==> config.mk <==
export PLATFORM = sky130hd
export DESIGN_NAME = odd_width_split_flat
export DESIGN_NICKNAME = d
export VERILOG_FILES = /design/src/rtl/odd_width_split_if.sv /design/src/rtl/odd_width_split.sv /design/src/flat_wrapper.sv
export SDC_FILE = /design/constraint.sdc
export NUM_CORES = 1
export LEC_CHECK = 0
export BUFFER_PORTS_ARGS = -buffer_cell sky130_fd_sc_hd__buf_4
export CORE_MARGIN = 2
export CORE_UTILIZATION = 55
export DETAILED_ROUTE_END_ITERATION = 6
export GPL_TIMING_DRIVEN = 0
export PLACE_DENSITY = 0.89
export SYNTH_ARGS = -nofsm -noshare
export SYNTH_HDL_FRONTEND = slang
export SYNTH_SLANG_ARGS = --single-unit
==> constraint.sdc <==
create_clock -name clock -period 5.5 [get_ports clock]
set_input_delay 1.1 -clock clock [delete_from_list [all_inputs] [get_ports clock]]
set_output_delay 1.1 -clock clock [all_outputs]
set_load 0.005 [all_outputs]
==> src/rtl/odd_width_split_if.sv <==
// Stream bundle between a wide-word source and a narrow-element consumer.
// The unpacker is the slave: it receives wr_* and produces rd_*.
interface odd_width_split_if #(
    parameter int IN_SIZE  = 16,
    parameter int OUT_SIZE = 12
);
    // Each side: a beat transfers on a clock edge where valid & ready are both high;
    // a source holds data/last stable while valid & !ready, a sink may move ready freely.
    logic [IN_SIZE-1:0]  wr_data;
    logic                wr_vld;
    logic                wr_ready;
    logic                wr_last;
    logic [OUT_SIZE-1:0] rd_data;
    logic                rd_vld;
    logic                rd_ready;
    logic                rd_last;

    modport slave (
        input  wr_data, wr_vld, wr_last, rd_ready,
        output wr_ready, rd_data, rd_vld, rd_last
    );

    modport master (
        output wr_data, wr_vld, wr_last, rd_ready,
        input  wr_ready, rd_data, rd_vld, rd_last
    );
endinterface

==> src/rtl/odd_width_split.sv <==
// Unpacks an MSB-first stream of IN_SIZE-bit words into OUT_SIZE-bit elements using an
// MSB-aligned bit buffer; packet residue shorter than one element is dropped at rd_last.
module odd_width_split #(
    parameter int IN_SIZE  = 16,
    parameter int OUT_SIZE = 12
) (
    input  logic                                clock,
    input  logic                                rst_n,
    odd_width_split_if.slave                    bus,
    output logic [$clog2(IN_SIZE+OUT_SIZE)-1:0] o_dbg_cnt,
    output logic                                o_dbg_last_pend
);
    localparam int BUF_W = IN_SIZE + OUT_SIZE - 1;
    localparam int CNT_W = $clog2(BUF_W + 1);
    localparam logic [CNT_W-1:0] OUT_C  = CNT_W'(OUT_SIZE);
    localparam logic [CNT_W-1:0] OUT2_C = CNT_W'(2 * OUT_SIZE);
    localparam logic [CNT_W-1:0] IN_C   = CNT_W'(IN_SIZE);

    generate
        if (IN_SIZE <= OUT_SIZE) begin : g_param_check
            $error("odd_width_split: IN_SIZE must be greater than OUT_SIZE");
        end
    endgenerate

    logic [BUF_W-1:0] r_buf;
    logic [CNT_W-1:0] r_cnt;
    logic             r_last_pend;

    logic             w_rd_vld;
    logic             w_rd_last;
    logic             w_wr_ready;
    logic             w_fire_i;
    logic             w_fire_o;
    logic [CNT_W-1:0] w_cnt_sh;
    logic [BUF_W-1:0] w_buf_sh;
    logic [BUF_W-1:0] w_ins;

    // Shift out the element being read first, then land the new word right below
    // the bits still held; wr_ready keeps that offset within the buffer.
    always_comb begin
        w_rd_vld   = (r_cnt >= OUT_C);
        w_rd_last  = r_last_pend & w_rd_vld & (r_cnt < OUT2_C);
        w_wr_ready = !r_last_pend & ((r_cnt < OUT_C) | (bus.rd_ready & (r_cnt < OUT2_C)));
        w_fire_o   = w_rd_vld & bus.rd_ready;
        w_fire_i   = bus.wr_vld & w_wr_ready;
        w_cnt_sh   = r_cnt;
        w_buf_sh   = r_buf;
        if (w_fire_o) begin
            w_cnt_sh = r_cnt - OUT_C;
            w_buf_sh = r_buf << OUT_SIZE;
        end
        w_ins = {bus.wr_data, {(BUF_W-IN_SIZE){1'b0}}} >> w_cnt_sh;
    end

    always_ff @(posedge clock or negedge rst_n) begin
        if (!rst_n) begin
            r_buf       <= '0;
            r_cnt       <= '0;
            r_last_pend <= 1'b0;
        end else if (w_fire_o & w_rd_last) begin
            r_buf       <= '0;
            r_cnt       <= '0;
            r_last_pend <= 1'b0;
        end else begin
            r_buf <= w_fire_i ? (w_buf_sh | w_ins) : w_buf_sh;
            r_cnt <= w_fire_i ? (w_cnt_sh + IN_C) : w_cnt_sh;
            if (w_fire_i & bus.wr_last) begin
                r_last_pend <= 1'b1;
            end
        end
    end

    assign bus.rd_vld      = w_rd_vld;
    assign bus.rd_last     = w_rd_last;
    assign bus.rd_data     = r_buf[BUF_W-1 -: OUT_SIZE];
    assign bus.wr_ready    = w_wr_ready;
    assign o_dbg_cnt       = r_cnt;
    assign o_dbg_last_pend = r_last_pend;
endmodule

==> src/flat_wrapper.sv <==
// flat-port wrapper written by rule: the top's interface ports become plain ports
module odd_width_split_flat 
#(
    parameter int IN_SIZE  = 16,
    parameter int OUT_SIZE = 12
)
  (clock, rst_n, o_dbg_cnt, o_dbg_last_pend, bus_wr_data, bus_wr_vld, bus_wr_last, bus_rd_ready, bus_wr_ready, bus_rd_data, bus_rd_vld, bus_rd_last);
  odd_width_split_if #(.IN_SIZE(IN_SIZE), .OUT_SIZE(OUT_SIZE)) bus_i ();
  input  logic clock;
  input  logic rst_n;
  output logic [$clog2(IN_SIZE+OUT_SIZE)-1:0] o_dbg_cnt;
  output logic o_dbg_last_pend;
  input wire logic [$bits(bus_i.wr_data)-1:0] bus_wr_data;
  input wire logic [$bits(bus_i.wr_vld)-1:0] bus_wr_vld;
  input wire logic [$bits(bus_i.wr_last)-1:0] bus_wr_last;
  input wire logic [$bits(bus_i.rd_ready)-1:0] bus_rd_ready;
  output wire logic [$bits(bus_i.wr_ready)-1:0] bus_wr_ready;
  output wire logic [$bits(bus_i.rd_data)-1:0] bus_rd_data;
  output wire logic [$bits(bus_i.rd_vld)-1:0] bus_rd_vld;
  output wire logic [$bits(bus_i.rd_last)-1:0] bus_rd_last;
  assign bus_i.wr_data = bus_wr_data;
  assign bus_i.wr_vld = bus_wr_vld;
  assign bus_i.wr_last = bus_wr_last;
  assign bus_i.rd_ready = bus_rd_ready;
  assign bus_wr_ready = bus_i.wr_ready;
  assign bus_rd_data = bus_i.rd_data;
  assign bus_rd_vld = bus_i.rd_vld;
  assign bus_rd_last = bus_i.rd_last;
  odd_width_split #(.IN_SIZE(IN_SIZE), .OUT_SIZE(OUT_SIZE)) u_core (.clock(clock), .rst_n(rst_n), .bus(bus_i), .o_dbg_cnt(o_dbg_cnt), .o_dbg_last_pend(o_dbg_last_pend));
endmodule
==> results.cfg, run 1 <==
[place]
dp.final_hpwl_mm = 4.776
gp_routability_congestion = 1.000
place.port_buffers = 39

[detailed_routing]
avgViaCountPerCell = 6.599
top_layer_used = met4
firstDrtPassIters = 5
wl_mm = 6.800
route.met3.wl_um = 814
length_of_routed_met2_wiring_mm = 3.033
postRouteAntennaNets = 0
m1WireLength_mm = 2.711
route.vias.total = 2389
detail_route.drc_violations = 0
drt_iter0_drc = 262
wl_per_cell_um = 18.78

[finish]
final-seq-area_um2 = 775.7
finish.utilization = 0.6834
multiInputGateArea_um2 = 1295
n_fill_cell = 344
num_antenna_cells = 0
final_nets = 335
drive_above_1_share = 0.2564
syn_to_final_growth_pct = 19.70

[cts]
number_of_buffers_created_by_cts = 5
path_clk_slew_ns = 0.06
clockBufferDepth = 2
cts-root-buf = clkbuf_8
clkLatencyLatePin_ns = 0.29
postCtsResizedCells = 0
cts_tree = done
postCtsSetupBuffers = 0
clock_tree.htree_level_count = 2
cts-hold-fix-buffers = 0
tritoncts_num_sinks = 31

[die]
floorplan.core_area_um2 = 3971
pin_count = 42
die_y_um = 68.21
initial_core_util = 0.5709
die_x_um = 68.21
floorplan.die_area_um2 = 4652
std_cell_rows = 23

[worst_setup_path]
timing.critical_path.cells = buf_2 -> inv_1 -> ha_1 -> buf_2 -> a211o_1 -> and3_1 -> buf_4
regToRegEndpoint = u_core.r_buf[25]
setup.reg_to_reg.worst_slack_ns = 2.59
crit_path_start_kind = register
timing.reg2reg.worst_path_depth = 9
path_class = register to output port
critPathRequiredTime_ns = 4.40
critical_path.max_fanout = 10
timing.critical_path.slowest_cell_delay_ns = 0.40
crit_path_top_delay_cell = dfrtp_1
cp_common_cell = buf_2
timing.critical_path.to_type = output port
worst_r2r_src = u_core.o_dbg_cnt[4]
timing.critical_path.max_delay_family = buffers and inverters
timing.critical_path.buf_inv = 4
arrival_ns = 1.97

[sta]
finalMaxSlewViolations = 0
rsz_0062_raised_after_global_routing = false
fin_crit_sh = 0.5582
fin_setup_tns_ns = 0
finalHoldViolCount = 0
timing.max_slew.rel_slack = 0.3689
final_period_minus_worst_setup_slack_ns = 3.070
tightestPinTransition_ns = 0.9382
max_freq_mhz = 325.7
fin_worst_skew_ns = 0.003769
final-setup-viol-count = 0

[power_and_ir_drop]
peakVddDrop_uv = 422.2
cellLeakagePower_nw = 1.241
power-per-cell-area_nw_per_um2 = 580.1

[yosys]
netlist_instances = 265
synthesis.area_per_instance_um2 = 8.555
synth_top_flop_cell = dfrtp_1
synth_edf_count = 0
ys_warn_count = 0
flops_latches_synth = 31
synth_seq_area_share = 0.3422
synth.lib_cells_used.distinct = 47
syn-cell-area_um2 = 2267
async_reset_ff_frac = 1.000

[grt]
number_of_antenna_violations_at_the_first_check_in_global_routing = 0
grt_max_degree = 32
via_count_of_the_first_global_routing_pass = 2235
globalRoute.totalOverflow = 0
gr-usage-all-layers = 0.3137
grt_pass1_wl_mm = 10.71

[min_path]
hold_path.startpoint = u_core.r_buf[11]
worst_hold_path.num_cells = 2
hold_class = register to register
worst_hold_path.endpoint = u_core.r_buf[11]

[run]
cap_violations = 0

[outcome]
status = finished, final reports clean
[per-stage QoR]
| stage | std cells | worst slack [ns] | power, mW | area (um^2) | hold slack [ns] |
|---|---|---|---|---|---|
| finish | 362 | 2.430 | 1.574 | 2714 | 0.4683 |
| detailed placement | 355 | 2.522 | 1.366 | 2626 | 0.4577 |
| floorplan | 266 | 2.955 | 1.058 | 2271 | 0.4385 |
| global route | 362 | 2.351 | 1.675 | 2714 | 0.4897 |
| CTS | 362 | 2.434 | 1.549 | 2714 | 0.4721 |
| global placement | 355 | 2.515 | 1.338 | 2626 | 0.4517 |
[sequential cells by signal, summed over array words and instances, names as in the netlist]
signal / count
u_core.o_dbg_cnt: 3
u_core.r_buf: 27
u_core.o_dbg_last_pend: 1
[area by class of cell]
cell class	count	area share
buffer	32	0.06823
clock inverter	1	0.001844
multi-input combinational	199	0.4772
tap	50	0.02305
sequential	31	0.2858
inverter	4	0.005533
timing repair buffer	39	0.1079
clock buffer	6	0.03043
[worst max-delay path by stage]
stage | end | cells past startpoint | start
global placement | u_core.r_buf[16] | 6 | bus_rd_ready
floorplan | bus_rd_last | 6 | u_core.o_dbg_cnt[4]
global route | bus_rd_last | 7 | u_core.o_dbg_cnt[4]
detailed placement | u_core.r_buf[16] | 6 | bus_rd_ready
CTS | bus_rd_last | 7 | u_core.o_dbg_cnt[4]
finish | bus_rd_last | 7 | u_core.o_dbg_cnt[4]
[Yosys cell counts (5+ instances only)]
library cell,instances,area share
dfrtp_1,31,0.34
clkbuf_1,8,0.013
a21oi_1,10,0.022
o221ai_1,14,0.054
mux2i_1,18,0.079
nand2_1,62,0.10
nor2_1,5,0.0083
buf_2,10,0.022
buf_4,14,0.046
a22oi_1,11,0.036
a31oi_1,13,0.036
[cells in the final DEF (no fill, tap or decap), types with 3 or more instances in the layout]
master / netlist / routed
a32oi_1: 4 / 4
or3_1: 4 / 4
inv_1: 3 / 3
mux2i_1: 18 / 18
a41oi_1: 3 / 3
o21ai_0: 3 / 3
nor3_1: 4 / 4
buf_2: 10 / 10
a21oi_1: 10 / 10
nand3_1: 4 / 4
clkbuf_1: 8 / 8
o221ai_1: 14 / 14
a22oi_1: 11 / 11
dfrtp_1: 31 / 31
a221o_1: 3 / 3
clkbuf_8: 0 / 6
o22ai_1: 3 / 3
buf_4: 14 / 53
a31oi_1: 13 / 13
nor2_1: 5 / 5
o21a_1: 3 / 3
nand2_1: 62 / 62
[metal layers]
layer | vias to the layer above | track usage
li1 | 1078 | -
met1 | 1116 | 0.4062
met2 | 153 | 0.4951
met3 | 42 | 0.06414
met4 | 0 | 0.1575
met5 | - | 0
[where the power goes]
group          leakage (nW)  switching, mW  internal [mW]
clock                0.0470         0.0840         0.0980
combinational         0.789          0.589          0.431
sequential            0.404         0.0542          0.318
[kinds of logic after synthesis]
family          synth area share
compound gates            0.2870
fa+ha+maj                0.01104
buf+inv                  0.08830
flops                     0.3422
mux                      0.08940
other cells             0.001654
simple gates              0.1805
[worst min-delay path, delay by kind of cell, from the launching register on]
kind | cells | cell delay [ns]
simple gates | 2 | 0.10
flops | 1 | 0.34
No activity file was read; power rests on OpenSTA's default activity.
==> inputs of run 2 (changes only) <==
--- a/config.mk
+++ b/config.mk
@@ -5,12 +5,13 @@
 export SDC_FILE = /design/constraint.sdc
 export NUM_CORES = 1
 export LEC_CHECK = 0
+export ABC_AREA = 1
 export BUFFER_PORTS_ARGS = -buffer_cell sky130_fd_sc_hd__buf_4
 export CORE_MARGIN = 2
 export CORE_UTILIZATION = 55
 export DETAILED_ROUTE_END_ITERATION = 6
 export GPL_TIMING_DRIVEN = 0
-export PLACE_DENSITY = 0.89
+export PLACE_DENSITY = 0.9
 export SYNTH_ARGS = -nofsm -noshare
 export SYNTH_HDL_FRONTEND = slang
 export SYNTH_SLANG_ARGS = --single-unit
==> constraint.sdc (replaced) <==
create_clock -name clock -period 3.1 [get_ports clock]
set_input_delay 0.62 -clock clock [delete_from_list [all_inputs] [get_ports clock]]
set_output_delay 0.62 -clock clock [all_outputs]
set_load 0.005 [all_outputs]
==> results.cfg, run 2 <==
[run]
cap_violations = 0

[yosys]
synthTopCellsByArea = dfrtp_1, nand2_1, nand3_1
synth_top_family_by_area = simple AND/OR/NAND/NOR gates
synth_seq_area_share = 0.3719
yosys-mux-area-fraction = 0.03839
netlist_instances = 292
synth_top_flop_cell = dfrtp_1
async_reset_ff_frac = 1.000
synth.lib_cells_used.distinct = 28
ys_warn_count = 0
compound_gate_fraction_of_synth_area = 0.07798
synthTopCellsByCount = nand2_1, nand3_1, dfrtp_1
synth_most_common_cell = nand2_1
syn-cell-area_um2 = 2086
xor_and_xnor_area_share_after_synthesis = 0
simple_gate_area_share_of_the_yosys_netlist = 0.3791
area_share_of_fa_ha_maj_cells_after_synthesis = 0.01200
post-synth-top-area-fraction = 0.3719
yosysTopAreaCell = dfrtp_1
flops_latches_synth = 31
synth_edf_count = 0
synthesis.area_per_instance_um2 = 7.143

[sta]
fin_setup_tns_ns = 0
final-setup-viol-count = 0
final_period_minus_worst_setup_slack_ns = 2.281
fin_crit_sh = 0.7359
max_freq_mhz = 438.3
fin_worst_skew_ns = 0.004608
finalMaxSlewViolations = 0
tightestPinTransition_ns = 0.5310
rsz_0062_raised_after_global_routing = false
finalHoldViolCount = 0
timing.max_slew.rel_slack = 0.6456

[detailed_routing]
length_of_routed_met2_wiring_mm = 2.573
m1WireLength_mm = 2.132
route.met3.wl_um = 607
detail_route.drc_violations = 0
route.vias.total = 2135
firstDrtPassIters = 5
avgViaCountPerCell = 5.503
top_layer_used = met4
postRouteAntennaNets = 0
wl_mm = 5.501
drt_iter0_drc = 235
wl_per_cell_um = 14.18

[cts]
number_of_buffers_created_by_cts = 5
clkLatencyLatePin_ns = 0.29
clockBufferDepth = 2
postCtsSetupBuffers = 0
path_clk_slew_ns = 0.07
tritoncts_num_sinks = 31
postCtsResizedCells = 0
cts_tree = done
cts-root-buf = clkbuf_8
clock_tree.htree_level_count = 2
cts-hold-fix-buffers = 0

[finish]
num_antenna_cells = 0
layoutNonFillerInstCount = 388
final_nets = 362
mostFrequentLayoutCells = nand2_1, buf_4, nand3_1
drive_above_1_share = 0.2559
number_of_flip_flops_under_the_largest_register_name = 27
syn_to_final_growth_pct = 22.74
n_fill_cell = 331
layout_commonest_cell = nand2_1
largest-register = u_core.r_buf

[place]
gp_routability_congestion = 1.012
dp.final_hpwl_mm = 3.926
place.port_buffers = 39
placedCellCount = 380

[worst_setup_path]
critPathRequiredTime_ns = 2.48
arrival_ns = 1.66
timing.critical_path.max_delay_family = flip-flops
critical_path.max_fanout = 6
timing.critical_path.cells = ha_1 -> ha_1 -> inv_1 -> nand3_4 -> nand3_1 -> inv_1 -> buf_4
timing.critical_path.to_type = output port
timing.critical_path.buf_inv = 3
path_class = register to output port
timing.critical_path.slowest_cell_delay_ns = 0.45
crit_path_top_delay_cell = dfrtp_1
crit_path_start_kind = register

[die]
die_x_um = 65.58
pin_count = 42
floorplan.die_area_um2 = 4301
floorplan.core_area_um2 = 3661
initial_core_util = 0.5697
die_y_um = 65.58
std_cell_rows = 22

[power_and_ir_drop]
power-per-cell-area_nw_per_um2 = 1180
fin_total_pwr_mw = 3.021
peakVddDrop_uv = 752.9
cellLeakagePower_nw = 1.410

[grt]
via_count_of_the_first_global_routing_pass = 1945
grt_pass1_wl_mm = 8.970
gr-usage-all-layers = 0.2773
number_of_antenna_violations_at_the_first_check_in_global_routing = 0
grt_max_degree = 32
globalRoute.totalOverflow = 0

[min_path]
hold_class = input pin to async pin

[outcome]
status = finished, final reports clean
-- run 2: changes by cell type in the layout (fill, tap and decap cells not counted), moves of 5 or more --
cell      change
a21oi_1       +5
a31oi_1      -11
o21ai_0       +6
o221ai_1     -14
nand3_1      +42
nand2_1      +45
clkbuf_1      -7
mux2i_1      -10
buf_2         -6
nand2_2       +7
nor2_1        +7
a22oi_1      -10
inv_1        +10
-- run 2: cells by family after synthesis --
| group | Yosys count |
|---|---|
| compound gates | 30 |
| fa+ha+maj | 2 |
| simple gates | 180 |
| mux | 8 |
| flops | 31 |
| buf+inv | 40 |
| other cells | 1 |
-- run 2: final cells by class --
class                           count  area, um^2  area share
Clock inverter                      2       35.03     0.01369
Inverter                           15       58.81     0.02297
Multi-Input combinational cell    222        1066      0.4164
Timing Repair Buffer               39       292.8      0.1144
Tap cell                           48       60.06     0.02346
Sequential cell                    31       775.7      0.3030
Buffer                             25       188.9     0.07380
Clock buffer                        6       82.58     0.03226
-- run 2: worst reg2reg max path, stage by stage, from the launching register on --
cell     delay, ns
dfrtp_1       0.45
ha_1          0.23
ha_1          0.17
inv_1         0.09
nand3_4       0.11
nand2_4       0.13
buf_6         0.19
nand2_1       0.08
nand2_2       0.18
buf_6         0.17
nand3_1       0.11
nand3_1       0.10
a21oi_1       0.06
-- run 2: worst paths after layout --
path | startpoint | to | slack, ns | depth (start not counted)
worst max-delay path | u_core.o_dbg_cnt[2] | bus_rd_last | 0.82 | 7
worst min-delay path | rst_n | u_core.o_dbg_cnt[4] | 0.25 | 1
worst max register to register | u_core.o_dbg_cnt[2] | u_core.r_buf[14] | 0.88 | 12
max in group asynchronous | rst_n | u_core.r_buf[20] | 2.56 | 1
min in group clock | u_core.r_buf[0] | u_core.r_buf[0] | 0.48 | 2
worst min register to register | u_core.r_buf[0] | u_core.r_buf[0] | 0.48 | 2
-- run 2: report_power, final --
group / internal, mW / leakage [nW] / switching, mW
combinational: 0.749 / 0.951 / 1.18
sequential: 0.573 / 0.397 / 0.106
clock: 0.260 / 0.0612 / 0.156
-- run 2: layer usage --
layer | GRT usage | vias up
li1 | - | 1035
met1 | 0.3746 | 947
met2 | 0.4209 | 127
met3 | 0.05993 | 26
met4 | 0.1354 | 0
met5 | 0 | -
-- run 2: per-stage QoR --
stage | setup WS, ns | util | hold WS [ns] | area, um^2
after detailed placement | 0.9630 | 0.6671 | 0.4607 | 2442
after floorplan | 1.173 | - | 0.3244 | 2090
after CTS | 0.8280 | 0.6992 | 0.2606 | 2560
after global routing | 0.7321 | 0.6992 | 0.2870 | 2560
after global placement | 1.003 | 0.6671 | 0.4611 | 2442
final | 0.8187 | 0.6992 | 0.2521 | 2560
==> inputs of run 3 (changes only) <==
==> constraint.sdc (replaced) <==
create_clock -name clock -period 2.32 [get_ports clock]
set_input_delay 0.464 -clock clock [delete_from_list [all_inputs] [get_ports clock]]
set_output_delay 0.464 -clock clock [all_outputs]
set_load 0.005 [all_outputs]
==> results.cfg, run 3 (same netlist as run 2, synthesis figures left out) <==
[outcome]
status = finished, final reports clean

[sta]
rsz_0062_raised_after_global_routing = false
final_period_minus_worst_setup_slack_ns = 2.207
final-setup-viol-count = 0
fin_crit_sh = 0.9513
fin_worst_skew_ns = 0.005634
tightestPinTransition_ns = 0.5168
timing.max_slew.rel_slack = 0.6551
finalHoldViolCount = 0
max_freq_mhz = 453.1
fin_setup_tns_ns = 0
fin_worst_hold_slack_ns = 0.09601
finalMaxSlewViolations = 0

[detailed_routing]
postRouteAntennaNets = 0
wl_mm = 5.465
route.vias.total = 2146
firstDrtPassIters = 5
avgViaCountPerCell = 5.531
drt_iter0_drc = 206
wl_per_cell_um = 14.09
detail_route.drc_violations = 0

[place]
placed_cell_area_um2 = 2442
dp.final_hpwl_mm = 3.926
place.port_buffers = 39
placedCellCount = 380
gp_routability_congestion = 1.012

[worst_setup_path]
crit_path_start_kind = register
path_class = register to register
critPathRequiredTime_ns = 2.47
timing.critical_path.to_type = register
setup.reg_to_reg.worst_slack_ns = 0.11
critical_path.max_fanout = 10
arrival_ns = 2.36

[cts]
cts-root-buf = clkbuf_8
clock_tree.htree_level_count = 2
clockBufferDepth = 2
clkLatencyLatePin_ns = 0.29
tritoncts_num_sinks = 31
number_of_buffers_created_by_cts = 5
path_clk_slew_ns = 0.07
postCtsSetupBuffers = 0
cts_tree = done

[die]
floorplan.die_area_um2 = 4301
die_x_um = 65.58
pin_count = 42
initial_core_util = 0.5697
std_cell_rows = 22
die_y_um = 65.58
floorplan.core_area_um2 = 3661

[grt]
via_count_of_the_first_global_routing_pass = 1945
grt_max_degree = 32
grt_pass1_wl_mm = 8.970
gr-usage-all-layers = 0.2773
globalRoute.totalOverflow = 0
number_of_antenna_violations_at_the_first_check_in_global_routing = 0

[power_and_ir_drop]
peakVddDrop_uv = 1002
fin_total_pwr_mw = 4.045
power-per-cell-area_nw_per_um2 = 1574
cellLeakagePower_nw = 1.413

[finish]
layoutNonFillerInstCount = 388
n_fill_cell = 330
largest-register = u_core.r_buf
drive_above_1_share = 0.2559
final_nets = 362
layout_commonest_cell = nand2_1
mostFrequentLayoutCells = nand2_1, buf_4, nand3_1
number_of_flip_flops_under_the_largest_register_name = 27
finished_cell_area_um2 = 2570
syn_to_final_growth_pct = 23.22
num_antenna_cells = 0

[min_path]
hold_class = input pin to async pin

[run]
cap_violations = 0
==> run 3: cell types whose count changed in the layout (fill, tap and decap cells not counted) <==
cell	previous run	this run
nand2_4	1	3
nand2_2	7	5
==> run 3: area by class of cell <==
cell class	count	area, um^2	share of cell area
repair buffers	39	292.8	0.1139
flip-flops and latches	31	775.7	0.3019
multi-input cells	222	1076	0.4187
inverters	15	58.81	0.02288
clock inverters	2	35.03	0.01363
clock buffers	6	82.58	0.03213
plain buffers	25	188.9	0.07352
well taps	48	60.06	0.02337
==> run 3: stage by stage <==
step             util  setup WS [ns]
2_1_floorplan       -         0.3931
3_3_place_gp   0.6671         0.2231
3_5_place_dp   0.6671         0.1830
4_1_cts        0.6992         0.1603
5_1_grt        0.7020      0.0003830
6_report       0.7020         0.1130
==> run 3: power breakdown <==
group	total [mW]	leakage [nW]	internal (mW)	switching (mW)
Combinational	2.58	0.954	1.01	1.57
Clock	0.557	0.0612	0.347	0.210
Sequential	0.907	0.397	0.766	0.141
Total	4.05	1.41	2.12	1.92
==> run 3: timing repair <==
action	4_1_cts	5_1_grt
resized for setup	0	2
endpoints found under the setup margin	0	2
hold buffers	0	0
==> run 3: critical path, cell delays in order, from the launching register on <==
cell	delay [ns]
dfrtp_1	0.45
ha_1	0.23
ha_1	0.17
inv_1	0.09
nand3_4	0.11
nand2_4	0.13
buf_6	0.19
nand2_1	0.08
nand2_2	0.17
buf_6	0.17
nand3_1	0.10
nand3_1	0.10
a21oi_1	0.06
==> run 3: per-layer routing <==
metal  wire length, um  up-vias  GRT usage
met2              2535      128     0.4209
li1                  -     1032          -
met5                 0        -          0
met3               572       26    0.05993
met4               194        0     0.1354
met1              2162      960     0.3746
==> run 3: path summary, 6_finish.rpt <==
path,cells after the start,startpoint,endpoint
max,12,u_core.o_dbg_cnt[2],u_core.r_buf[14]
max reg2reg,12,u_core.o_dbg_cnt[2],u_core.r_buf[14]
min in group clock,3,bus_wr_last,u_core.o_dbg_last_pend
max in group asynchronous,1,rst_n,u_core.r_buf[20]
min,1,rst_n,u_core.o_dbg_cnt[4]
min reg2reg,2,u_core.r_buf[0],u_core.r_buf[0]
